[src/rtl/Mem.sv]
// Shared line-memory types for the L1 buses and the backing memory port,
// plus the tag and payload types used by the L1 arbiter.
package Mem;

  localparam int LINE_W      = 64;
  localparam int LINEADDR_W  = 26;
  localparam int L1_ARB_ID_W = 2;

  typedef logic [LINEADDR_W-1:0] lineaddr_t;
  typedef logic [LINE_W-1:0]     line_t;

  typedef enum logic {
    SRC_I = 1'b0,
    SRC_D = 1'b1
  } src_e;

  // id carries the downstream tag {src, upstream id}
  typedef struct packed {
    logic [L1_ARB_ID_W:0] id;
    logic                 we;
    lineaddr_t            addr;
    line_t                data;
  } l1_arb_req_t;

  typedef struct packed {
    logic [L1_ARB_ID_W-1:0] id;
    line_t                  data;
  } l1_arb_resp_t;

endpackage

[src/rtl/mem_pipe_reg.sv]
// One-entry valid/ready pipeline register with a typed payload.
// Accepts a new beat whenever it is empty or draining in the same cycle.
module mem_pipe_reg #(
  parameter type T = logic
) (
  input  logic clk,
  input  logic rst_n,
  input  logic in_valid_i,
  output logic in_ready_o,
  input  T     in_data_i,
  output logic out_valid_o,
  input  logic out_ready_i,
  output T     out_data_o
);

  logic valid_q, valid_d;
  T     data_q, data_d;
  logic load_en;

  always_comb begin
    load_en = !valid_q || out_ready_i;
    valid_d = valid_q;
    data_d  = data_q;
    if (load_en) begin
      valid_d = in_valid_i;
      if (in_valid_i) data_d = in_data_i;
    end
  end

  always_ff @(posedge clk or negedge rst_n) begin
    if (!rst_n) begin
      valid_q <= 1'b0;
      data_q  <= '0;
    end else begin
      valid_q <= valid_d;
      data_q  <= data_d;
    end
  end

  assign in_ready_o  = load_en;
  assign out_valid_o = valid_q;
  assign out_data_o  = data_q;

endmodule

[src/rtl/l1_mem_arbiter.sv]
// Round-robin 2:1 arbiter merging the I and D L1 line buses onto one memory
// port; requests are tagged with their source bit and responses steered back.
module l1_mem_arbiter
  import Mem::*;
#(
  parameter int ID_W = Mem::L1_ARB_ID_W
) (
  input  logic            clk,
  input  logic            rst,
  input  logic            i_req_valid,
  output logic            i_req_ready,
  input  logic [ID_W-1:0] i_req_id,
  input  logic            i_req_we,
  input  lineaddr_t       i_req_addr,
  input  line_t           i_req_data,
  output logic            i_resp_valid,
  input  logic            i_resp_ready,
  output logic [ID_W-1:0] i_resp_id,
  output line_t           i_resp_data,
  input  logic            d_req_valid,
  output logic            d_req_ready,
  input  logic [ID_W-1:0] d_req_id,
  input  logic            d_req_we,
  input  lineaddr_t       d_req_addr,
  input  line_t           d_req_data,
  output logic            d_resp_valid,
  input  logic            d_resp_ready,
  output logic [ID_W-1:0] d_resp_id,
  output line_t           d_resp_data,
  output logic            m_req_valid,
  input  logic            m_req_ready,
  output logic [ID_W:0]   m_req_id,
  output logic            m_req_we,
  output lineaddr_t       m_req_addr,
  output line_t           m_req_data,
  input  logic            m_resp_valid,
  output logic            m_resp_ready,
  input  logic [ID_W:0]   m_resp_id,
  input  line_t           m_resp_data
);

  src_e         last_grant_q, last_grant_d;
  logic         req_load_en;
  logic         grant_i, grant_d;
  l1_arb_req_t  req_in, req_out;

  logic         resp_tgt_d;
  logic         i_resp_in_ready, d_resp_in_ready;
  l1_arb_resp_t resp_in, i_resp_out, d_resp_out;

  always_comb begin
    grant_i      = i_req_valid && (!d_req_valid || last_grant_q == SRC_D);
    grant_d      = d_req_valid && !grant_i;
    i_req_ready  = req_load_en && grant_i;
    d_req_ready  = req_load_en && grant_d;

    // the source bit of the tag is simply which port won
    req_in.id    = {grant_d, grant_d ? d_req_id : i_req_id};
    req_in.we    = grant_d ? d_req_we   : i_req_we;
    req_in.addr  = grant_d ? d_req_addr : i_req_addr;
    req_in.data  = grant_d ? d_req_data : i_req_data;

    last_grant_d = last_grant_q;
    if (i_req_ready)      last_grant_d = SRC_I;
    else if (d_req_ready) last_grant_d = SRC_D;
  end

  always_ff @(posedge clk or negedge rst) begin
    if (!rst) last_grant_q <= SRC_D;
    else      last_grant_q <= last_grant_d;
  end

  mem_pipe_reg #(.T(l1_arb_req_t)) u_req_reg (
    .clk        (clk),
    .rst_n      (rst),
    .in_valid_i (grant_i || grant_d),
    .in_ready_o (req_load_en),
    .in_data_i  (req_in),
    .out_valid_o(m_req_valid),
    .out_ready_i(m_req_ready),
    .out_data_o (req_out)
  );

  assign m_req_id   = req_out.id;
  assign m_req_we   = req_out.we;
  assign m_req_addr = req_out.addr;
  assign m_req_data = req_out.data;

  always_comb begin
    resp_tgt_d   = m_resp_id[ID_W];
    resp_in.id   = m_resp_id[ID_W-1:0];
    resp_in.data = m_resp_data;
    m_resp_ready = resp_tgt_d ? d_resp_in_ready : i_resp_in_ready;
  end

  mem_pipe_reg #(.T(l1_arb_resp_t)) u_i_resp_reg (
    .clk        (clk),
    .rst_n      (rst),
    .in_valid_i (m_resp_valid && !resp_tgt_d),
    .in_ready_o (i_resp_in_ready),
    .in_data_i  (resp_in),
    .out_valid_o(i_resp_valid),
    .out_ready_i(i_resp_ready),
    .out_data_o (i_resp_out)
  );

  mem_pipe_reg #(.T(l1_arb_resp_t)) u_d_resp_reg (
    .clk        (clk),
    .rst_n      (rst),
    .in_valid_i (m_resp_valid && resp_tgt_d),
    .in_ready_o (d_resp_in_ready),
    .in_data_i  (resp_in),
    .out_valid_o(d_resp_valid),
    .out_ready_i(d_resp_ready),
    .out_data_o (d_resp_out)
  );

  assign i_resp_id   = i_resp_out.id;
  assign i_resp_data = i_resp_out.data;
  assign d_resp_id   = d_resp_out.id;
  assign d_resp_data = d_resp_out.data;

endmodule

[config.mk]
export PLATFORM = sky130hd
export DESIGN_NAME = l1_mem_arbiter
export DESIGN_NICKNAME = d
export VERILOG_FILES = /design/src/rtl/Mem.sv /design/src/rtl/mem_pipe_reg.sv /design/src/rtl/l1_mem_arbiter.sv
export SDC_FILE = /design/constraint.sdc
export NUM_CORES = 1
export LEC_CHECK = 0
export ABC_CLOCK_PERIOD_IN_PS = 2800
export CORE_AREA = 10 10 183 185
export CTS_CLUSTER_SIZE = 20
export DETAILED_ROUTE_END_ITERATION = 12
export DIE_AREA = 0 0 193 195
export HOLD_SLACK_MARGIN = 0.03
export PLACE_DENSITY = 0.67
export SLEW_MARGIN = 20
export SYNTH_ARGS = -nofsm -noshare
export SYNTH_HDL_FRONTEND = slang
export SYNTH_SLANG_ARGS = --single-unit
[constraint.sdc]
create_clock -name clk -period 2.8 [get_ports clk]
set_input_delay 0.56 -clock clk [delete_from_list [all_inputs] [get_ports clk]]
set_output_delay 0.56 -clock clk [all_outputs]
set_load 0.02 [all_outputs]
Word level (Yosys, flattened, before mapping)
Index checks and enable logic that the tools add are counted.

operators by class
  reductions and logical operators = 21
  shift-type cells = 0
  muxes and demuxes = 7
  divide/modulo/power cells = 0
  $mul = 0
  $add $sub $neg = 0
  bitwise gates (word level) = 0
  equality and inequality tests = 0
  $lt $le $gt $ge = 0

operators by type and width
  kind                 number
  64-bit 2-to-1 mux    1
  26-bit 2-to-1 mux    1
  1-bit logical AND    6
  1-bit logical NOT    6
  2-bit AND reduction  3
  1-bit logical OR     5
  1-bit 2-to-1 mux     4
  2-bit 2-to-1 mux     1
  2-bit nonzero test   1

word-level totals
  register bits after elaboration = 230
  word-level logic and storage cells = 40
  bits in read-only memories = 0
  output and inout port bits = 232
  latch bits = 0
  bits in writable memories = 0
  memories = 0

Longest topological paths before layout
Gate-level depths: netlist of the first run.

  depth after elaboration = 8
  mapped depth = 6
  mapped depth without buffers = 3

By module
From an unflattened synthesis of the first run, not the netlist that was laid out.

second synthesis, totals
  cell total of the unflattened synthesis = 604
  area total of the unflattened synthesis = 10775.3 µm²

modules (own cells, without submodules)
  module                            area an instance (µm²)  sequential area each (µm²)  instances  cells an instance
  mem_pipe_reg at u_d_resp_reg ...  2697.6                  1676.6                      2          143
  mem_pipe_reg at u_req_reg         3842.4                  2377.3                      1          202
  l1_mem_arbiter                    1537.7                  26.3                        1          116

Worst setup path after synthesis of the first run
OpenSTA, ideal clock, no wires.

  path type = input -> output
  start point = in m_req_ready
  end point = out i_req_ready
  stages = 6
  arrival time = 1.580 ns
  slack = 0.660 ns
  buffers on the path = 3
  cell sequence = nand2b_1 > buf_2 > buf_2 > buf_2 > nand2_1 > a21oi_1

on the way
  word-level cells in the longest chain between the ends = 2

ends and longest elaborated chain
  element            line                  RTL
  from (decl)        l1_mem_arbiter.sv:31  input logic m_req_ready,
  1-bit logical OR   mem_pipe_reg.sv:21    load_en = !valid_q || out_ready_i;
  1-bit logical AND  l1_mem_arbiter.sv:54  i_req_ready = req_load_en && grant_i;
  to (decl)          l1_mem_arbiter.sv:11  output logic i_req_ready,

Every way passes these cells.

Worst setup path in the final report of the first run
  start point = in i_req_valid
  end point = out d_req_ready

on the way
  word-level cells in the longest chain between the ends = 4

ends and longest elaborated chain
  element            line                  RTL
  from (decl)        l1_mem_arbiter.sv:10  input logic i_req_valid,
  1-bit logical AND  l1_mem_arbiter.sv:52  grant_i = i_req_valid && (!d_req_valid || last_grant_q == SRC_D);
  1-bit logical NOT  l1_mem_arbiter.sv:53  grant_d = d_req_valid && !grant_i;
  1-bit logical AND  l1_mem_arbiter.sv:53
  1-bit logical AND  l1_mem_arbiter.sv:55  d_req_ready = req_load_en && grant_d;
  to (decl)          l1_mem_arbiter.sv:21  output logic d_req_ready,

Every way passes these cells.

==> flow_metrics.py, run 1 <==
metrics = {
    "global_route": {
        "antenna_found_initial": 2,
        "grt_pass1_wl_um": 53280,
        "grt-ovfl-total": 0,
        "grt_pass1_vias": 8639,
        "track_usage_pct": 18.07,
        "grt_max_degree": 94,
    },
    "floorplan": {
        "rows": 64,
        "start_util_pct": 31.52,
        "core_area_sq_mm": 0.03003,
        "die_h_um": 195,
        "die_w_um": 193,
        "dieArea_sq_mm": 0.03764,
        "ios": 493,
    },
    "job": {
        "drv_cap": 0,
    },
    "cts": {
        "clk_pin_slew_worst_paths_ns": 0.06,
        "clockBufferDepth": 3,
        "cts_htree_levels": 1,
        "clk-insertion-delay-late_ns": 0.52,
        "tritoncts": "yes",
        "holdBufCountCts": 0,
        "post-cts-setup-buffers": 0,
        "cts_inserted_buffers": 25,
        "clock-sinks": 230,
        "cts_resized": 0,
        "clk_root_buffer_cell": "clkbuf_16",
    },
    "timing": {
        "setup_tns_ns": 0,
        "slew_violations": 0,
        "slew_headroom_pct": 32.93,
        "timing.hold.ws_ns": 0.04570,
        "fin_skew_ns": 0.008824,
        "fin_crit_sh_pct": 93.91,
        "fmax_ghz": 0.3803,
        "setup_viol": 0,
        "min_period_ns": 2.630,
        "final_hold_viol_count": 0,
        "worst_pin_slew_ns": 1.006,
        "rsz0062_at_grt": "no",
        "setup_ws_ns": 0.1704,
    },
    "setup_path": {
        "cpPeakStageDelay_ns": 0.62,
        "worstSetupStartpointType": "primary input",
        "r2r_slack_ns": 0.91,
        "r2r_cells": 5,
        "crit_required_ns": 2.24,
        "cp-end-kind": "primary output",
        "crit_arrival_ns": 2.07,
        "worst-setup-path-type": "in2out",
        "cp.depth": 4,
        "crit_top_cell": "clkdlybuf4s50_1",
        "path_delay_family": "buffers and inverters",
        "cp_max_fo": 5,
        "worst-path-buf-inv": 2,
        "cp_slowest_cell": "clkdlybuf4s50_1",
        "path_cells": "clkdlybuf4s50_1, a21boi_4, and2_1, clkdlybuf4s50_1",
    },
    "logic_synthesis": {
        "synth_edf_count": 0,
        "synth.cell_area_sq_mm": 0.009464,
        "ys_types": 21,
        "synthCells": 823,
        "synth_flop_cell": "dfrtp_1",
        "yosys_warnings": 0,
        "synth_seq_area_share_pct": 60.83,
        "yosysMostFrequentCell": "dfrtp_1",
        "ys_seq_elements": 230,
        "post_synth.cell_area_avg_sq_um": 11.50,
        "synthArstFlopShare_pct": 100.0,
        "netlist_top_cells_count": "229 x dfrtp_1, 190 x nand2_1, 133 x mux2_2, 95 x a21oi_1, 94 x a31oi_1",
        "syn_nets": 1084,
        "synth_top_area_share_pct": 60.55,
        "yosys.area.top_type": "dfrtp_1",
        "synthTopCellsByArea": "dfrtp_1 61%, mux2_2 16%, nand2_1 7.5%, a31oi_1 6.2%, a21oi_1 5.0%",
    },
    "placement": {
        "dp_slack_ns": 0.1680,
        "routabilityCongestion": 0.8274,
        "numPortBuffers": 492,
        "dpl.hpwl_um": 27800,
    },
    "routing": {
        "vias": 8255,
        "routed_wl_um": 36290,
        "drt_iter0_drc": 368,
        "drt-pass1-iter-count": 4,
        "postRouteAntennaNets": 0,
        "wire_per_inst_um": 21.14,
        "drc": 0,
        "vias_per_cell": 4.808,
    },
    "final_layout": {
        "nets": 1565,
        "final.fill_count": 2712,
        "area_growth_pct": 66.74,
        "final_util_pct": 52.55,
        "layout-drive-gt1-share_pct": 15.75,
        "diodes": 0,
    },
    "power": {
        "vdd_drop_max_uv": 348.7,
        "p_sw_share_pct": 30.30,
        "powerDensity_mw_per_mm2": 707.1,
        "p_comb_share_pct": 31.8,
        "pwr-share-clk_pct": 30.4,
        "p_int_mw": 7.777,
        "p_leak_nw": 6.449,
        "pwr-share-seq_pct": 37.8,
        "p_total_mw": 11.16,
        "power.switching_mw": 3.381,
    },
    "min_path": {
        "hold_path_class": "in2async",
    },
    "run_status": {
        "status": "completed",
    },
}
[power by group through the flow]
stage	clock network, mW	logic [mW]	registers [mW]
5_1_grt	3.63	3.76	4.29
3_3_place_gp	0	3.57	4.24
4_1_cts	3.50	3.61	4.22
3_5_place_dp	0	3.60	4.28
2_1_floorplan	0	0.821	4.98
6_report	3.39	3.55	4.22
[per-layer routing]
layer  GRT usage [%]  share of wire, %  vias up
li1                -                 -     3852
met1           19.84                36     3967
met2           31.09                49      379
met3           7.823                12       55
met4           4.873               2.7        2
met5               0             0.030        -
[cells in the final DEF, fill, tap and decap left out, drive strengths merged]
cell	netlist	layout
a21bo	1	1
a21boi	1	1
a21o	1	1
a21oi	95	95
a31oi	94	94
and2	2	2
buf	36	29
bufinv	0	3
clkbuf	30	37
clkdlybuf4s50	0	491
clkinv	0	4
dfrtp	229	229
dfstp	1	1
inv	2	2
mux2	133	133
nand2	190	190
nand2b	4	4
nor2b	1	1
nor3b	1	1
o21ai	1	1
or2	1	1
[kinds of logic after synthesis]
| kind of cell | share of synthesized area (%) |
|---|---|
| flops | 60.83 |
| simple gates | 8.223 |
| compound gates | 11.59 |
| mux | 15.82 |
| buf+inv | 3.530 |
[final timing paths]
| kind | start | to |
|---|---|---|
| hold reg to reg | u_i_resp_reg.out_data_o[43] | u_i_resp_reg.out_data_o[43] |
| setup / recovery | i_req_valid | d_req_ready |
| hold / removal | rst | u_d_resp_reg.out_data_o[23] |
| setup reg to reg | u_req_reg.out_valid_o | u_req_reg.out_data_o[59] |
| max in group asynchronous | rst | u_req_reg.out_data_o[92] |
| min in group clk | u_i_resp_reg.out_data_o[43] | u_i_resp_reg.out_data_o[43] |
[worst register-to-register path: cells and delay by family, from the launching register on]
kind | cells | cell delay (ns)
flops | 1 | 0.40
simple gates | 1 | 0.12
buf+inv | 2 | 0.89
compound gates | 2 | 0.38
[per-stage QoR]
stage	area (sq um)	instances
3_3_place_gp	14940	1673
6_report	15780	1717
3_5_place_dp	14940	1673
4_1_cts	15780	1717
5_1_grt	15780	1717
2_1_floorplan	9464	823
[final cells by class]
| class | instances | area, sq um | area share [%] |
|---|---|---|---|
| Inverter | 2 | 7.507 | 0.04757 |
| Clock inverter | 7 | 113.9 | 0.7215 |
| Timing Repair Buffer | 520 | 5265 | 33.37 |
| Clock buffer | 37 | 730.7 | 4.631 |
| Multi-Input combinational cell | 525 | 3411 | 21.61 |
| Sequential cell | 230 | 5757 | 36.48 |
| Tap cell | 396 | 495.5 | 3.140 |
[registers in the layout, summed over array words and instances (netlist names)]
name and flops:
last_grant_q 1, u_i_resp_reg.out_data_o 66, u_i_resp_reg.out_valid_o 1, u_req_reg.out_data_o 94, u_req_reg.out_valid_o 1, u_d_resp_reg.out_data_o 66
u_d_resp_reg.out_valid_o 1
Power figures use the tool's default switching activity.
==> run 2: changes to the inputs <==
--- a/config.mk
+++ b/config.mk
@@ -11,7 +11,9 @@
 export DETAILED_ROUTE_END_ITERATION = 12
 export DIE_AREA = 0 0 193 195
 export HOLD_SLACK_MARGIN = 0.03
+export MAX_ROUTING_LAYER = met4
 export PLACE_DENSITY = 0.67
+export RECOVER_POWER = 50
 export SLEW_MARGIN = 20
 export SYNTH_ARGS = -nofsm -noshare
 export SYNTH_HDL_FRONTEND = slang
==> flow_metrics.py, run 2 (same netlist as run 1, synthesis figures left out) <==
metrics = {
    "run_status": {
        "status": "finished, violations left",
        "failed_checks": "max-capacitance violations, max-slew violations",
    },
    "routing": {
        "drc": 0,
        "wire_per_inst_um": 21.16,
        "postRouteAntennaNets": 0,
        "routed_wl_um": 36380,
        "vias": 8286,
        "drt-pass1-iter-count": 4,
        "vias_per_cell": 4.820,
        "drt_iter0_drc": 323,
    },
    "setup_path": {
        "crit_top_cell": "clkdlybuf4s50_1",
        "worstSetupStartpointType": "primary input",
        "r2r_cells": 4,
        "crit_required_ns": 2.24,
        "regToRegEndpoint": "u_d_resp_reg.out_data_o[38]",
        "path_cells": "clkdlybuf4s50_1, a21boi_4, and2_1, clkdlybuf4s50_1",
        "rr_startpoint": "u_d_resp_reg.out_valid_o",
        "worst-setup-path-type": "in2out",
        "cp_max_fo": 5,
        "crit_arrival_ns": 2.08,
        "cpPeakStageDelay_ns": 0.62,
        "endpoint": "d_req_ready",
        "cp-end-kind": "primary output",
        "crit_start": "i_req_valid",
        "r2r_slack_ns": 0.45,
        "cp_slowest_cell": "clkdlybuf4s50_1",
    },
    "cts": {
        "clk_root_buffer_cell": "clkbuf_16",
        "clk_pin_slew_worst_paths_ns": 0.06,
        "cts_resized": 0,
        "tritoncts": "yes",
        "post-cts-setup-buffers": 0,
        "cts_inserted_buffers": 25,
        "cts_htree_levels": 1,
        "clk-insertion-delay-late_ns": 0.52,
        "clock-sinks": 230,
        "clockBufferDepth": 3,
        "holdBufCountCts": 0,
    },
    "global_route": {
        "busiest_layer": "met2",
        "grt-ovfl-total": 0,
        "antenna_found_initial": 2,
        "grt_pass1_wl_um": 53030,
        "grt_max_degree": 94,
        "use_met3_pct": 7.894,
        "grt_use_met2_pct": 30.94,
        "track_usage_pct": 18.56,
        "grt_pass1_vias": 8701,
        "grt_util_met1_pct": 19.75,
    },
    "final_layout": {
        "design_area_sq_mm": 0.01569,
        "layout-drive-gt1-share_pct": 15.29,
        "area_growth_pct": 65.73,
        "final_util_pct": 52.23,
        "final.fill_count": 2727,
        "layout_commonest_cell": "clkdlybuf4s50_1",
        "largest_reg_flops": 94,
        "seq_area_sq_mm": 0.005757,
        "multi_input_area_sq_mm": 0.003397,
        "nets": 1565,
        "final_cell_mix": "489 x clkdlybuf4s50_1, 229 x dfrtp_1, 190 x nand2_1, 133 x mux2_2, 95 x a21oi_1",
    },
    "power": {
        "vdd_drop_max_uv": 348.3,
        "p_leak_nw": 6.402,
        "powerDensity_mw_per_mm2": 710.4,
        "p_total_mw": 11.14,
    },
    "floorplan": {
        "ios": 493,
        "die_h_um": 195,
        "die_w_um": 193,
        "dieArea_sq_mm": 0.03764,
        "start_util_pct": 31.52,
        "rows": 64,
        "core_area_sq_mm": 0.03003,
    },
    "timing": {
        "worst_pin_slew_ns": 2.267,
        "min_period_ns": 2.638,
        "final_hold_viol_count": 0,
        "fmax_ghz": 0.3791,
        "rsz0062_at_grt": "no",
        "slew_violations": 85,
        "setup_viol": 0,
        "fin_skew_ns": 0.006319,
        "setup_tns_ns": 0,
        "slew_headroom_pct": -51.12,
        "fin_crit_sh_pct": 94.21,
    },
    "min_path": {
        "hold_path_class": "reg2reg",
    },
    "placement": {
        "routabilityCongestion": 0.8399,
        "post_dp_cell_area_sq_mm": 0.01494,
        "dpl.hpwl_um": 27800,
        "numPortBuffers": 492,
    },
    "job": {
        "drv_cap": 1,
    },
}
run 2: changes by cell type in the layout (fill, tap and decap cells not counted), moves of 3 or more:
cell      before  now
buf_4         18    7
buf_12        10    7
clkbuf_1       6   11
clkbuf_2       0    9
run 2: how the worst min path moves through the flow:
| stage | to | start | cells past startpoint |
|---|---|---|---|
| floorplan | u_d_resp_reg.out_data_o[0] | rst | 0 |
| global route | u_d_resp_reg.out_data_o[15] | u_d_resp_reg.out_data_o[15] | 1 |
| CTS | u_d_resp_reg.out_data_o[54] | rst | 1 |
| detailed placement | u_d_resp_reg.out_data_o[20] | u_d_resp_reg.out_data_o[20] | 1 |
| finish | u_i_resp_reg.out_data_o[43] | u_i_resp_reg.out_data_o[43] | 1 |
| global placement | u_d_resp_reg.out_data_o[60] | u_d_resp_reg.out_data_o[60] | 1 |
run 2: per-layer routing:
metal | wire length (um) | vias up
met1 | 13270 | 3982
met5 | 0 | -
met2 | 17610 | 380
li1 | - | 3854
met3 | 4452 | 70
met4 | 1038 | 0
run 2: power breakdown:
group	switching, mW	total, mW	internal [mW]
Clock	1.32	3.40	2.07
Sequential	0.308	4.22	3.91
Combinational	1.75	3.53	1.78
run 2: area by class of cell:
cell class / count / area share (%)
antenna: 2 / 0.03191
timing repair buffer: 520 / 33.02
tap: 396 / 3.159
clock inverter: 7 / 0.7259
inverter: 2 / 0.04786
sequential: 230 / 36.70
multi-input combinational: 525 / 21.66
clock buffer: 37 / 4.659
run 2: through the flow:
step           instances  setup slack (ns)  hold WS [ns]
2_1_floorplan        823            0.6604        0.2644
6_report            1719            0.1621        0.5022
5_1_grt             1719           0.05515        0.5122
3_5_place_dp        1673            0.1680        0.4945
4_1_cts             1717            0.1552       0.06161
3_3_place_gp        1673            0.1764        0.4869
run 2: critical path, delay by kind of cell:
family	cells	cell delay, ns
AOI/OAI and AO/OA	1	0.20
buffers and inverters	2	1.16
and+or+nand+nor	1	0.16
==> run 3: changes to the inputs <==
--- a/config.mk
+++ b/config.mk
@@ -10,6 +10,7 @@
 export CTS_CLUSTER_SIZE = 20
 export DETAILED_ROUTE_END_ITERATION = 12
 export DIE_AREA = 0 0 193 195
+export GPL_ROUTABILITY_DRIVEN = 0
 export HOLD_SLACK_MARGIN = 0.03
 export MAX_ROUTING_LAYER = met4
 export PLACE_DENSITY = 0.67
==> results of run 3 <==
Final layout, timing and power as in run 2 (identical DEF).
